==> src/rtl/multi_alarm_timekeeper_pkg.sv <==
// clock_pkg: shared types, limits and BCD helpers for the multi-alarm
// timekeeper and its alarm channels.
//   bcd8_t        two packed BCD digits {tens, ones}
//   SEC/MIN/HOUR_MAX  largest legal BCD value of each time field
//   bcd_inc_wrap  BCD increment that wraps to 00 past the field maximum
//   bcd_valid     both digits 0-9 and value not above the field maximum
//   to_12h        24 h BCD hour -> {pm, 12 h BCD hour}
package clock_pkg;

  typedef logic [7:0] bcd8_t;

  localparam bcd8_t SEC_MAX  = 8'h59;
  localparam bcd8_t MIN_MAX  = 8'h59;
  localparam bcd8_t HOUR_MAX = 8'h23;

  function automatic bcd8_t bcd_inc_wrap(input bcd8_t value, input bcd8_t max_val);
    bcd8_t r;
    if (value >= max_val) begin
      r = 8'h00;
    end else if (value[3:0] == 4'd9) begin
      r = {value[7:4] + 4'd1, 4'd0};
    end else begin
      r = value + 8'd1;
    end
    return r;
  endfunction

  function automatic logic bcd_valid(input bcd8_t value, input bcd8_t max_val);
    return (value[7:4] <= 4'd9) && (value[3:0] <= 4'd9) && (value <= max_val);
  endfunction

  // Converts through binary: hours fit in 7 bits, and the 12 h fold is a
  // plain subtract there instead of a BCD borrow.
  function automatic logic [8:0] to_12h(input bcd8_t hour);
    logic [6:0] b;
    logic [6:0] b12;
    logic [6:0] lo;
    logic       pm;
    bcd8_t      h12;
    // tens*10 = tens*8 + tens*2
    b   = {hour[7:4], 3'b000} + {2'b00, hour[7:4], 1'b0} + {3'b000, hour[3:0]};
    pm  = (b >= 7'd12);
    if (b == 7'd0) begin
      b12 = 7'd12;
    end else if (b > 7'd12) begin
      b12 = b - 7'd12;
    end else begin
      b12 = b;
    end
    if (b12 >= 7'd10) begin
      lo  = b12 - 7'd10;
      h12 = {4'h1, lo[3:0]};
    end else begin
      h12 = {4'h0, b12[3:0]};
    end
    return {pm, h12};
  endfunction

endpackage

==> src/rtl/multi_alarm_timekeeper_alarm_channel.sv <==
// alarm_channel: one programmable alarm.
//   i_clk, i_rst      clock, synchronous active-high reset
//   i_wr              accepted write to this channel (already validated)
//   i_wr_hour/min/on  values latched on i_wr
//   i_tick            one-second tick
//   i_match_stb       tick whose result is Sec=00 and not caused by adjust
//   i_hour_nx/min_nx  time that becomes current on this edge
//   i_ack             global acknowledge, clears the ring
//   o_ring            channel is ringing
module alarm_channel
  import clock_pkg::*;
#(
  parameter int RING_SEC = 30
) (
  input  logic  i_clk,
  input  logic  i_rst,
  input  logic  i_wr,
  input  bcd8_t i_wr_hour,
  input  bcd8_t i_wr_min,
  input  logic  i_wr_on,
  input  logic  i_tick,
  input  logic  i_match_stb,
  input  bcd8_t i_hour_nx,
  input  bcd8_t i_min_nx,
  input  logic  i_ack,
  output logic  o_ring
);

  bcd8_t      r_hour;
  bcd8_t      r_min;
  logic       r_on;
  logic       r_ring;
  logic [7:0] r_cnt;
  logic       w_match;

  // Compares against the stored value from before this edge, so a write
  // landing on a match edge does not see its own new value.
  assign w_match = i_match_stb && r_on && (r_hour == i_hour_nx) && (r_min == i_min_nx);

  always_ff @(posedge i_clk) begin
    if (i_rst) begin
      r_hour <= 8'h00;
      r_min  <= 8'h00;
      r_on   <= 1'b0;
    end else if (i_wr) begin
      r_hour <= i_wr_hour;
      r_min  <= i_wr_min;
      r_on   <= i_wr_on;
    end
  end

  // Priority: ack, then rewrite of the channel, then a (re)match reload,
  // then the per-second countdown.
  always_ff @(posedge i_clk) begin
    if (i_rst) begin
      r_ring <= 1'b0;
      r_cnt  <= 8'd0;
    end else if (i_ack || i_wr) begin
      r_ring <= 1'b0;
      r_cnt  <= 8'd0;
    end else if (w_match) begin
      r_ring <= 1'b1;
      r_cnt  <= 8'(RING_SEC);
    end else if (i_tick && r_ring) begin
      if (r_cnt <= 8'd1) begin
        r_ring <= 1'b0;
        r_cnt  <= 8'd0;
      end else begin
        r_cnt  <= r_cnt - 8'd1;
      end
    end
  end

  assign o_ring = r_ring;

endmodule

==> src/rtl/multi_alarm_timekeeper.sv <==
// multi_alarm_timekeeper: BCD hh:mm:ss clock with 1 Hz prescaler, 12/24 h
// display, hour/minute adjust and N_ALARM programmable ringing alarms.
// Optional feature macro: HOURLY_CHIME_EN (hourly one-second chime; when
// undefined Chime is tied low).
// Ports:
//   CP, CR        clock (rising), synchronous active-high reset
//   EN            prescaler run enable
//   Ctrl24To12    display mode, 1 = 12 h
//   AdjH, AdjM    one-cycle hour / minute increment pulses
//   AlarmWr       alarm write strobe with AlarmSel/AlarmHour/AlarmMin/AlarmOn
//   AlarmAck      clears every ringing channel
//   Hour/Min/Sec  BCD display time, PM flag (12 h mode only)
//   SecTick       one-cycle pulse per second
//   AlarmRing     per-channel ring, LEDAlarm = OR of rings
//   WrErr         one-cycle pulse after a rejected write
//   Chime         hourly chime
module multi_alarm_timekeeper
  import clock_pkg::*;
#(
  parameter int CLK_DIV  = 50000000,
  parameter int N_ALARM  = 4,
  parameter int RING_SEC = 30
) (
  input  logic               CP,
  input  logic               CR,
  input  logic               EN,
  input  logic               Ctrl24To12,
  input  logic               AdjH,
  input  logic               AdjM,
  input  logic               AlarmWr,
  input  logic [2:0]         AlarmSel,
  input  logic [7:0]         AlarmHour,
  input  logic [7:0]         AlarmMin,
  input  logic               AlarmOn,
  input  logic               AlarmAck,
  output logic [7:0]         Hour,
  output logic [7:0]         Min,
  output logic [7:0]         Sec,
  output logic               PM,
  output logic               SecTick,
  output logic [N_ALARM-1:0] AlarmRing,
  output logic               LEDAlarm,
  output logic               WrErr,
  output logic               Chime
);

  localparam int PW = (CLK_DIV > 1) ? $clog2(CLK_DIV) : 1;

  logic [PW-1:0] r_presc;
  bcd8_t         r_hour;
  bcd8_t         r_min;
  bcd8_t         r_sec;
  logic          r_wrerr;

  logic          w_tick;
  logic          w_sec_carry;
  logic          w_min_carry;
  logic          w_match_stb;
  logic          w_sel_ok;
  logic          w_wr_ok;
  bcd8_t         w_sec_nx;
  bcd8_t         w_min_nx;
  bcd8_t         w_hour_nx;
  logic [8:0]    w_disp;

  // Next-time computation. An adjust owns its field on a tick edge: the
  // carry that would have entered it is dropped, and an adjust wrap never
  // carries onward.
  always_comb begin
    w_tick      = EN && (r_presc == PW'(CLK_DIV - 1));
    w_sec_carry = w_tick && (r_sec == SEC_MAX);
    w_min_carry = w_sec_carry && (r_min == MIN_MAX) && !AdjM;
    w_sec_nx    = w_tick ? bcd_inc_wrap(r_sec, SEC_MAX) : r_sec;
    w_min_nx    = (AdjM || w_sec_carry) ? bcd_inc_wrap(r_min, MIN_MAX) : r_min;
    w_hour_nx   = (AdjH || w_min_carry) ? bcd_inc_wrap(r_hour, HOUR_MAX) : r_hour;
    // Only a real second rollover may fire an alarm; any adjust on the
    // same edge suppresses matching.
    w_match_stb = w_tick && (w_sec_nx == 8'h00) && !AdjH && !AdjM;
    w_sel_ok    = ({1'b0, AlarmSel} < 4'(N_ALARM));
    w_wr_ok     = AlarmWr && w_sel_ok && bcd_valid(AlarmHour, HOUR_MAX)
                  && bcd_valid(AlarmMin, MIN_MAX);
  end

  always_ff @(posedge CP) begin
    if (CR) begin
      r_presc <= '0;
    end else if (EN) begin
      r_presc <= w_tick ? '0 : r_presc + PW'(1);
    end
  end

  always_ff @(posedge CP) begin
    if (CR) begin
      r_sec   <= 8'h00;
      r_min   <= 8'h00;
      r_hour  <= 8'h00;
      r_wrerr <= 1'b0;
    end else begin
      r_sec   <= w_sec_nx;
      r_min   <= w_min_nx;
      r_hour  <= w_hour_nx;
      r_wrerr <= AlarmWr && !w_wr_ok;
    end
  end

  for (genvar gi = 0; gi < N_ALARM; gi++) begin : g_alarm
    alarm_channel #(
      .RING_SEC (RING_SEC)
    ) u_ch (
      .i_clk       (CP),
      .i_rst       (CR),
      .i_wr        (w_wr_ok && (AlarmSel == 3'(gi))),
      .i_wr_hour   (AlarmHour),
      .i_wr_min    (AlarmMin),
      .i_wr_on     (AlarmOn),
      .i_tick      (w_tick),
      .i_match_stb (w_match_stb),
      .i_hour_nx   (w_hour_nx),
      .i_min_nx    (w_min_nx),
      .i_ack       (AlarmAck),
      .o_ring      (AlarmRing[gi])
    );
  end

`ifdef HOURLY_CHIME_EN
  logic r_chime;

  // Set by the tick that rolls minutes over the hour, held until the next tick.
  always_ff @(posedge CP) begin
    if (CR) begin
      r_chime <= 1'b0;
    end else if (w_min_carry) begin
      r_chime <= 1'b1;
    end else if (w_tick) begin
      r_chime <= 1'b0;
    end
  end

  assign Chime = r_chime && !LEDAlarm;
`else
  assign Chime = 1'b0;
`endif

  assign w_disp   = to_12h(r_hour);
  assign Hour     = Ctrl24To12 ? w_disp[7:0] : r_hour;
  assign PM       = Ctrl24To12 && w_disp[8];
  assign Min      = r_min;
  assign Sec      = r_sec;
  assign SecTick  = w_tick;
  assign LEDAlarm = |AlarmRing;
  assign WrErr    = r_wrerr;

endmodule

==> config.mk <==
export PLATFORM = sky130hd
export DESIGN_NAME = multi_alarm_timekeeper
export DESIGN_NICKNAME = d
export VERILOG_FILES = /design/src/rtl/multi_alarm_timekeeper_pkg.sv /design/src/rtl/multi_alarm_timekeeper_alarm_channel.sv /design/src/rtl/multi_alarm_timekeeper.sv
export SDC_FILE = /design/constraint.sdc
export NUM_CORES = 1
export LEC_CHECK = 0
export ABC_AREA = 0
export CORE_MARGIN = 5
export CORE_UTILIZATION = 40
export CTS_CLUSTER_SIZE = 40
export DETAILED_ROUTE_END_ITERATION = 10
export GPL_ROUTABILITY_DRIVEN = 0
export PLACE_DENSITY = 0.55
export SLEW_MARGIN = 5
export SYNTH_ARGS = -nofsm -noshare
export SYNTH_HDL_FRONTEND = slang
export SYNTH_HIERARCHICAL = 1
export SYNTH_SLANG_ARGS = --single-unit
==> constraint.sdc <==
create_clock -name CP -period 7.5 [get_ports CP]
set_input_delay 1.875 -clock CP [delete_from_list [all_inputs] [get_ports CP]]
set_output_delay 1.875 -clock CP [all_outputs]
set_load 0.03 [all_outputs]
Yosys cells after proc, flatten, opt, wreduce, memory -nomap -nowiden. Cells that the tools add are included.

Register bits after elaboration: 155. Bits of input ports: 28. Word-level logic and storage cells: 185.

$add $sub $neg: 15. Magnitude comparators: 17. Equal/unequal tests: 17. Muxes and demuxes: 38. Reduce and logical (&&, ||, !) cells: 69.

Operator list (count): 8-bit two-way mux (14); 8-bit == test (8); 5-bit two-way mux (9); 1-bit logical AND (36); 8-bit by 1-bit <= comparator with 1-bit output, second input constant (4); 8-bit by 1-bit subtractor with 8-bit output, second input constant (4); 26-bit by 1-bit adder with 26-bit output, second input constant (1); 26-bit == test, second input constant (1); 26-bit two-way mux (1); 8-bit by 1-bit adder with 8-bit output, second input constant (3); 8-bit by 7-bit == test with 1-bit output, second input constant (2); 8-bit by 7-bit >= comparator with 1-bit output, second input constant (2); 4-bit <= comparator, second input constant (4); 2-bit nonzero test (8); 7-bit by 4-bit >= comparator with 1-bit output, second input constant (2); 7-bit two-way mux (2); 4-bit by 1-bit adder with 4-bit output, second input constant (3); 4-bit == test, second input constant (3); 1-bit two-way mux (12); 3-bit OR reduction (4); 8-bit by 6-bit >= comparator with 1-bit output, second input constant (1); 8-bit by 6-bit <= comparator with 1-bit output, second input constant (1); 8-bit by 7-bit <= comparator with 1-bit output, second input constant (1); 8-bit logical NOT (1); other kinds (15) (29).

Longest topological paths before layout. Gate-level depths: netlist of run 1.

Depth after elaboration: 13. Mapped depth: 16.

By module. The synthesis of run 1 kept the hierarchy.

By module, submodules not included: alarm_channel (instances 4, cells an instance 128, area each 1228.7 sq um); multi_alarm_timekeeper (instances 1, cells an instance 439, area each 3410.8 sq um).

Worst setup path before layout of run 1. Ideal clock, no wire load.

Path kind: register -> output. Start point: reg r_hour[3] (netlist name). End point: out Hour[1]. Data arrival time: 3.827 ns. Data required time: 5.625 ns. Setup slack: 1.798 ns. Stages on the path, launching flop included: 17. Buffers on the path: 1. Path through: dfxtp_1 -> inv_1 -> fa_1 -> inv_1 -> ha_1 -> clkbuf_1 -> or3_1 -> a221o_1 -> a21oi_1 -> nor2_1 -> a21oi_1 -> ha_1 -> inv_1 -> a211o_1 -> a31oi_1 -> xnor2_1 -> mux2i_1.

RTL lines: end, declared (RTL line multi_alarm_timekeeper.sv:36) `output logic [7:0] Hour,`.

==> reports/metrics.yaml, run 1 <==
status:
  outcome: "finished clean"
yosys:
  ys_seq_area_share_pct: 37.3
  ys_warn_count: 6
  synth_nets: 1009
  yosysTopAreaCellShare_pct: 37.3
  ys.flop_type: "dfxtp_1"
  yosys-top-cells-area: "dfxtp_1 37%, mux2i_1 8.5%, xnor2_1 6.8%, nor2_1 5.6%, xor2_1 4.9%"
  syn_area_per_cell_um2: 8.75
  yosysTopAreaCell: "dfxtp_1"
  async_flop_share_pct: 0
  synth_seq_cells: 155
  netlist-cell-type-count: 65
  netlist_instances: 951
  synth_edf_count: 0
  synth_area_um2: 8330
sta:
  fin_crit_ns: 6.91
  period_share_pct: 92.1
  fin_skew_ns: 0.00917
  max_freq_mhz: 145
  rsz0062_at_grt: "no"
  finalHoldViolations: 0
  setup_viol: 0
  tns_ns: 0
  relSlewSlack_pct: 25.9
  drv_slew: 0
  worstMarginPinSlew_ns: 1.11
final_layout:
  num_antenna_cells: 0
  num-fill-cells: 2002
  drive_gt1_share_pct: 6.63
  syn2layout_area_growth_pct: 17.0
  multi_input_area_um2: 4950
  nNetsFinal: 1056
  seq_area_um2: 3100
  layout.cells.non_filler: 1281
drt:
  drcViolationCount: 0
  routedWlPerCell_um: 15.8
  vias_per_cell: 5.18
  antenna_left: 0
  dr_total_vias: 6635
  drt-pass1-iter-count: 5
  drt_iter0_drc: 340
  routed_wl_mm: 20.3
floorplanning:
  dieArea_um2: 23800
  start_util_pct: 40.9
  num_rows: 52
  die_w_um: 154
  fp.dieH_um: 154
  core_um2: 20400
  ioPinCount: 61
clocking:
  post-cts-setup-buffers: 0
  cts-root-buf: "clkbuf_16"
  htreeDepth: 4
  hold_buffers: 0
  cts_tree: "built"
  cts_resized: 0
  clkTransAtPathRegs_ns: 0.07
  clock_latency_ns: 0.43
  ctsLongestPathBuffers: 2
  numCtsBuffers: 17
  clock_sinks: 155
grt:
  grt_pass1_wl_mm: 33.1
  grt_max_degree: 68
  track_usage_pct: 17.0
  overflow: 0
  grt_pass1_vias: 6160
  antenna_found_initial: 0
critical_path:
  critPathRequiredTime_ns: 5.62
  crit_fanout: 9
  end_kind: "output port"
  worstSetupPathType: "reg2out"
  arrival_ns: 5.03
  crit_path_start_kind: "flop"
placement:
  placedCellCount: 1249
  portBuffers: 59
  dp_hpwl_mm: 14.6
flow_run:
  cap_viol_max_count: 0
power:
  leakagePower_nw: 3.66
  p_per_area_nw_per_um2: 184
  ir_drop_v: 0.000151
hold_path:
  hold_class: "reg2reg"
-- cell type report --
class / count / area share, %
Tap cell: 270 / 3.47
Clock buffer: 19 / 4.65
Inverter: 28 / 1.08
Timing Repair Buffer: 69 / 6.81
Sequential cell: 155 / 31.9
Clock inverter: 13 / 1.36
Multi-Input combinational cell: 727 / 50.8
-- through the flow --
stage	instance area [um2]	utilization (%)	worst slack, ns	power (mW)	hold slack (ns)
after floorplan	8330	-	1.80	0.909	0.460
after global placement	9160	45.0	0.850	0.958	0.487
after detailed placement	9160	45.0	0.745	0.957	0.491
after CTS	9740	47.8	0.556	1.81	0.501
after global routing	9740	47.8	0.303	1.86	0.547
final	9740	47.8	0.591	1.79	0.499
-- layout by cell type (no fill, tap or decap), types with 25 or more instances in the layout --
master	instances
clkdlybuf4s50_1	58
nand3_1	25
ha_1	28
nor2_1	123
nand2_1	58
xor2_1	47
xnor2_1	65
inv_1	27
nor3_1	31
mux2i_1	71
a21oi_1	47
dfxtp_1	155
-- flip-flops by register name, indices dropped and copies added (netlist names) --
register,cells
r_hour,8
g_alarm.u_ch/r_min,32
g_alarm.u_ch/r_hour,32
g_alarm.u_ch/o_ring,4
WrErr,1
g_alarm.u_ch/r_cnt,32
Sec,8
g_alarm.u_ch/r_on,4
r_presc,26
Min,8
-- cells by family (layout without fill, tap and decap cells) --
kind of cell	Yosys count	after routing	synth area share, %
XOR/XNOR	112	112	11.8
AND/OR/NAND/NOR	381	381	24.2
flip-flops	155	155	37.3
multiplexers	72	72	8.67
adder cells (fa/ha/maj)	30	30	4.69
buffers and inverters	69	129	3.41
AO/OA/AOI/OAI	131	131	9.92
other	1	1	0.0450
-- critical path, stage by stage, from the launching register on --
cell and delay, ns:
dfxtp_1 0.51, inv_1 0.11, fa_1 0.55, inv_1 0.07, fa_1 0.47, xor2_1 0.19
a221o_1 0.34, a21oi_1 0.34, nor2_1 0.07, a21oi_1 0.19, ha_1 0.23, inv_1 0.05
a211o_1 0.23, a31oi_1 0.33, xnor2_1 0.11, mux2i_1 0.14, clkdlybuf4s50_1 0.69
-- per-layer routing --
layer / wire length [um] / global-route usage (%) / share of wire (%) / vias up
met3: 676 / 3.16 / 3.3 / 13
li1: - / - / - / 3414
met5: 0 / 0 / 0 / -
met2: 9220 / 26.3 / 46 / 96
met4: 191 / 4.58 / 0.94 / 0
met1: 10200 / 24.3 / 50 / 3112
-- power by group --
| group | switching, mW | internal, mW |
|---|---|---|
| registers | 0.00480 | 0.826 |
| logic | 0.0642 | 0.0426 |
| clock network | 0.374 | 0.483 |
| total | 0.443 | 1.35 |
-- synthesized netlist by cell type, drive strengths merged, types with 14 or more instances --
master	number
a21oi	47
and3	23
buf	17
clkbuf	24
dfxtp	155
ha	28
inv	28
mux2i	71
nand2	58
nand3	26
nand4	22
nor2	124
nor2b	22
nor3	31
o21ai	35
or4	14
xnor2	65
xor2	47
-- worst paths after layout --
check / endpoint / slack (ns) / start / cells past startpoint
worst max-delay path: Hour[1] / 0.59 / r_hour[3] / 16
worst min-delay path: r_presc[17] / 0.50 / r_presc[17] / 2
worst max register to register: g_alarm[2].u_ch/r_cnt[6] / 2.60 / r_presc[0] / 13
worst min register to register: r_presc[17] / 0.50 / r_presc[17] / 2
Note: power is estimated with default switching activity, not from simulation.
==> inputs of run 2 (changes only) <==
--- a/config.mk
+++ b/config.mk
@@ -7,11 +7,12 @@
 export LEC_CHECK = 0
 export ABC_AREA = 0
 export CORE_MARGIN = 5
-export CORE_UTILIZATION = 40
+export CORE_UTILIZATION = 55
 export CTS_CLUSTER_SIZE = 40
 export DETAILED_ROUTE_END_ITERATION = 10
-export GPL_ROUTABILITY_DRIVEN = 0
-export PLACE_DENSITY = 0.55
+export GPL_ROUTABILITY_DRIVEN = 1
+export PLACE_DENSITY = 0.73
+export SKIP_CTS_REPAIR_TIMING = 1
 export SLEW_MARGIN = 5
 export SYNTH_ARGS = -nofsm -noshare
 export SYNTH_HDL_FRONTEND = slang
==> run 2 against run 1 <==
Net effect:
- critical path depth stayed put
- final area is 1.0% lower
- sequential share of layout area is 0.32 points higher
- total power is 1.7% higher
- count of clock-buffer cells in the layout is 1 lower
- wire length is 3.7% lower
- register-to-register slack worse by 0.16 ns
- combinational power hardly changed
- die area is 26% lower
- global-route usage is 5.4 points higher
- worst setup slack worse by 0.028 ns
- critical endpoint is now Hour[2]
- largest power group unchanged
==> reports/metrics.yaml, run 2 (synthesis results as in run 1) <==
clocking:
  clock_latency_ns: 0.42
  htreeDepth: 4
  ctsLongestPathBuffers: 2
  clock_sinks: 155
  cts-root-buf: "clkbuf_16"
  numCtsBuffers: 17
  clkTransAtPathRegs_ns: 0.06
  cts_tree: "built"
sta:
  fin_skew_ns: 0.00630
  period_share_pct: 92.5
  rsz0062_at_grt: "no"
  drv_slew: 0
  setup_viol: 0
  fin_crit_ns: 6.94
  relSlewSlack_pct: 24.2
  finalHoldViolations: 0
  max_freq_mhz: 144
  worstMarginPinSlew_ns: 1.13
  tns_ns: 0
final_layout:
  layout_commonest_cell: "dfxtp_1"
  syn2layout_area_growth_pct: 15.8
  reg_top3: "g_alarm.u_ch/r_cnt (32), g_alarm.u_ch/r_hour (32), g_alarm.u_ch/r_min (32)"
  num-fill-cells: 1303
  final_area_um2: 9640
  layout_common_cells: "155 x dfxtp_1, 123 x nor2_1, 71 x mux2i_1"
  nNetsFinal: 1053
  drive_gt1_share_pct: 6.25
  num_antenna_cells: 0
critical_path:
  worstSetupPathType: "reg2out"
  arrival_ns: 5.06
  crit_fanout: 9
  end_kind: "output port"
  crit_path_start_kind: "flop"
  critPathRequiredTime_ns: 5.62
floorplanning:
  fp.dieH_um: 133
  ioPinCount: 61
  core_um2: 15000
  num_rows: 45
  start_util_pct: 55.4
  die_w_um: 133
  dieArea_um2: 17700
grt:
  antenna_found_initial: 0
  grt_pass1_wl_mm: 32.3
  overflow: 0
  grt_pass1_vias: 6424
  grt_max_degree: 76
  track_usage_pct: 22.4
placement:
  place_area_um2: 9030
  place_congestion: 0.922
  dp_hpwl_mm: 13.9
  portBuffers: 59
drt:
  vias_per_cell: 5.65
  dr_total_vias: 6755
  drt-pass1-iter-count: 6
  drcViolationCount: 0
  drt_iter0_drc: 415
  antenna_left: 0
  routedWlPerCell_um: 16.3
  routed_wl_mm: 19.5
power:
  ir_drop_v: 0.000176
  leakagePower_nw: 3.66
  p_per_area_nw_per_um2: 189
flow_run:
  cap_viol_max_count: 0
status:
  outcome: "finished clean"
hold_path:
  hold_class: "reg2reg"
-- run 2: cell type report --
type / instances / area, um2 / share of cell area [%]
Multi-Input combinational cell: 727 / 4950 / 51.3
Sequential cell: 155 / 3100 / 32.2
Timing Repair Buffer: 66 / 641 / 6.64
Clock buffer: 18 / 429 / 4.45
Tap cell: 188 / 235 / 2.44
Clock inverter: 14 / 184 / 1.91
Inverter: 28 / 105 / 1.09
-- run 2: metrics by stage --
stage               util [%]  total power, mW  cells  setup slack [ns]  hold slack, ns
floorplan                  -            0.909    951              1.80           0.460
global placement        60.1            0.955   1164             0.695           0.489
detailed placement      60.1            0.955   1164             0.613           0.495
CTS                     64.1             1.84   1196             0.546           0.515
global route            64.1             1.88   1196             0.246           0.524
finish                  64.1             1.83   1196             0.564           0.514
-- run 2: report_power, final --
| group | internal [mW] | switching (mW) | leakage, nW | total [mW] |
|---|---|---|---|---|
| registers | 0.826 | 0.00447 | 1.25 | 0.831 |
| logic | 0.0419 | 0.0652 | 2.12 | 0.107 |
| clock network | 0.531 | 0.356 | 0.293 | 0.888 |
-- run 2: critical path: stages (launching register included) --
cell             delay (ns)
dfxtp_1                0.50
inv_1                  0.12
fa_1                   0.55
inv_1                  0.07
fa_1                   0.46
xor2_1                 0.19
a221o_1                0.35
a21oi_1                0.33
nor2_1                 0.07
a21oi_1                0.17
ha_1                   0.22
inv_1                  0.05
a211o_1                0.23
a31oi_1                0.37
nand2b_1               0.17
a22o_1                 0.12
clkdlybuf4s50_1        0.66
-- run 2: worst paths after layout --
check,to,depth (start not counted),slack [ns],startpoint
worst max-delay path,Hour[2],16,0.56,r_hour[3]
worst min-delay path,r_presc[17],2,0.51,r_presc[17]
worst min register to register,r_presc[17],2,0.51,r_presc[17]
worst max register to register,g_alarm[2].u_ch/r_cnt[6],13,2.44,r_presc[0]
-- run 2: metal layers --
metal | wire length (um) | track usage (%) | part of all wire (%)
met1 | 9250 | 30.5 | 47
met2 | 9000 | 35.2 | 46
met3 | 915 | 4.79 | 4.7
met4 | 339 | 7.51 | 1.7
met5 | 0 | 0 | 0
==> inputs of run 3 (changes only) <==
--- a/config.mk
+++ b/config.mk
@@ -10,8 +10,9 @@
 export CORE_UTILIZATION = 55
 export CTS_CLUSTER_SIZE = 40
 export DETAILED_ROUTE_END_ITERATION = 10
-export GPL_ROUTABILITY_DRIVEN = 1
+export GPL_ROUTABILITY_DRIVEN = 0
 export PLACE_DENSITY = 0.73
+export RECOVER_POWER = 50
 export SKIP_CTS_REPAIR_TIMING = 1
 export SLEW_MARGIN = 5
 export SYNTH_ARGS = -nofsm -noshare
==> run 3 against run 2 <==
Net effect:
- critical endpoint unchanged
- clock power is essentially flat
- combinational power is essentially flat
- worst setup slack worse by 0.0079 ns
- clock skew barely moved
- the flow now finishes with violations (capacitance limit, slew limit)
- total power hardly changed
- critical path type unchanged
- sequential cell count unchanged
==> reports/metrics.yaml, run 3 (synthesis results as in run 1) <==
critical_path:
  cp_cell_sequence: "inv_1, fa_1, inv_1, fa_1, xor2_1, a221o_1, a21oi_1, nor2_1, a21oi_1, ha_1, inv_1, a211o_1, a31oi_1, nand2b_1, a22o_1, clkdlybuf4s50_1"
  critPathBufInv: 4
  arrival_ns: 5.07
  end_kind: "output port"
  worstSetupPathType: "reg2out"
  critPathTopFamily: "compound AO/OA/AOI/OAI gates"
  critPathRequiredTime_ns: 5.62
  cpMostUsedCell: "inv_1"
  cp_slowest_cell: "clkdlybuf4s50_1"
  slowest_delay_ns: 0.66
  crit_path_start_kind: "flop"
  crit_fanout: 9
clocking:
  clkTransAtPathRegs_ns: 0.06
  cts-root-buf: "clkbuf_16"
  ctsLongestPathBuffers: 2
  numCtsBuffers: 17
  cts_tree: "built"
  clock_latency_ns: 0.42
  htreeDepth: 4
  clock_sinks: 155
drt:
  dr_total_vias: 6722
  antenna_left: 0
  drt-pass1-iter-count: 7
  drt_iter0_drc: 428
  routedWlPerCell_um: 16.3
  vias_per_cell: 5.62
  drcViolationCount: 0
  routed_wl_mm: 19.5
sta:
  relSlewSlack_pct: -0.957
  setup_viol: 0
  rsz0062_at_grt: "no"
  drv_slew: 19
  finalHoldViolations: 0
  fin_skew_ns: 0.00622
  fin_crit_ns: 6.94
  period_share_pct: 92.6
  worstMarginPinSlew_ns: 1.51
  max_freq_mhz: 144
  whs_ns: 0.514
  tns_ns: 0
  setup_ws_ns: 0.556
floorplanning:
  num_rows: 45
  core_um2: 15000
  start_util_pct: 55.4
  die_w_um: 133
  fp.dieH_um: 133
  ioPinCount: 61
  dieArea_um2: 17700
final_layout:
  syn2layout_area_growth_pct: 15.5
  reg_top3: "g_alarm.u_ch/r_cnt (32), g_alarm.u_ch/r_hour (32), g_alarm.u_ch/r_min (32)"
  drive_gt1_share_pct: 5.56
  layout_commonest_cell: "dfxtp_1"
  final_util_pct: 64.0
  layout_common_cells: "155 x dfxtp_1, 123 x nor2_1, 71 x mux2i_1"
  num-fill-cells: 1305
  nNetsFinal: 1053
  num_antenna_cells: 0
grt:
  antenna_found_initial: 0
  grt_max_degree: 76
  overflow: 0
  grt_pass1_vias: 6424
  grt_pass1_wl_mm: 32.3
  track_usage_pct: 22.4
placement:
  dp_hpwl_mm: 13.9
  pre_cts_slack_ns: 0.613
  portBuffers: 59
power:
  p_per_area_nw_per_um2: 190
  leakagePower_nw: 3.72
  ir_drop_v: 0.000176
flow_run:
  cap_viol_max_count: 1
status:
  outcome: "complete, but fails checks"
  violations: "capacitance limit, slew limit"
hold_path:
  hold_class: "reg2reg"
-- run 3: cell types whose count changed in the layout (fill, tap and decap cells not counted), sizes merged --
cell           before  now
dlygate4sd3         0   25
clkdlybuf4s50      58   33
buf                 8    4
clkbuf             18   22
-- run 3: per-layer routing --
layer / GRT usage (%) / vias up / wire length [um]
met1: 30.5 / 3143 / 9260
met3: 4.79 / 22 / 881
met5: 0 / - / 0
met2: 35.2 / 145 / 9010
li1: - / 3412 / -
met4: 7.51 / 0 / 339
-- run 3: metrics by stage --
stage / power (mW) / cells / instance area (um2)
detailed placement: 0.955 / 1164 / 9030
finish: 1.82 / 1196 / 9610
floorplan: 0.909 / 951 / 8330
global route: 1.88 / 1196 / 9610
global placement: 0.955 / 1164 / 9030
CTS: 1.84 / 1196 / 9640
-- run 3: worst min-delay path, stage by stage, from the launching register on --
cell and delay [ns]:
dfxtp_1 0.33, o21ai_0 0.07, a21oi_1 0.06
-- run 3: final cells by class --
type	instances	area, um2	share of cell area (%)
Tap cell	188	235	2.45
Multi-Input combinational cell	727	4930	51.3
Sequential cell	155	3100	32.3
Inverter	28	105	1.09
Clock inverter	14	184	1.91
Clock buffer	18	429	4.46
Timing Repair Buffer	66	626	6.51
-- run 3: final timing paths --
check,startpoint,to,slack [ns],cells past startpoint
setup reg to reg,r_presc[0],g_alarm[3].u_ch/r_cnt[7],2.22,13
hold / removal,r_presc[17],r_presc[17],0.51,2
hold reg to reg,r_presc[17],r_presc[17],0.51,2
setup / recovery,r_hour[3],Hour[2],0.56,16
-- run 3: where the power goes --
group / switching [mW] / total (mW) / internal, mW
combinational: 0.0650 / 0.106 / 0.0412
clock: 0.356 / 0.887 / 0.531
sequential: 0.00444 / 0.831 / 0.826
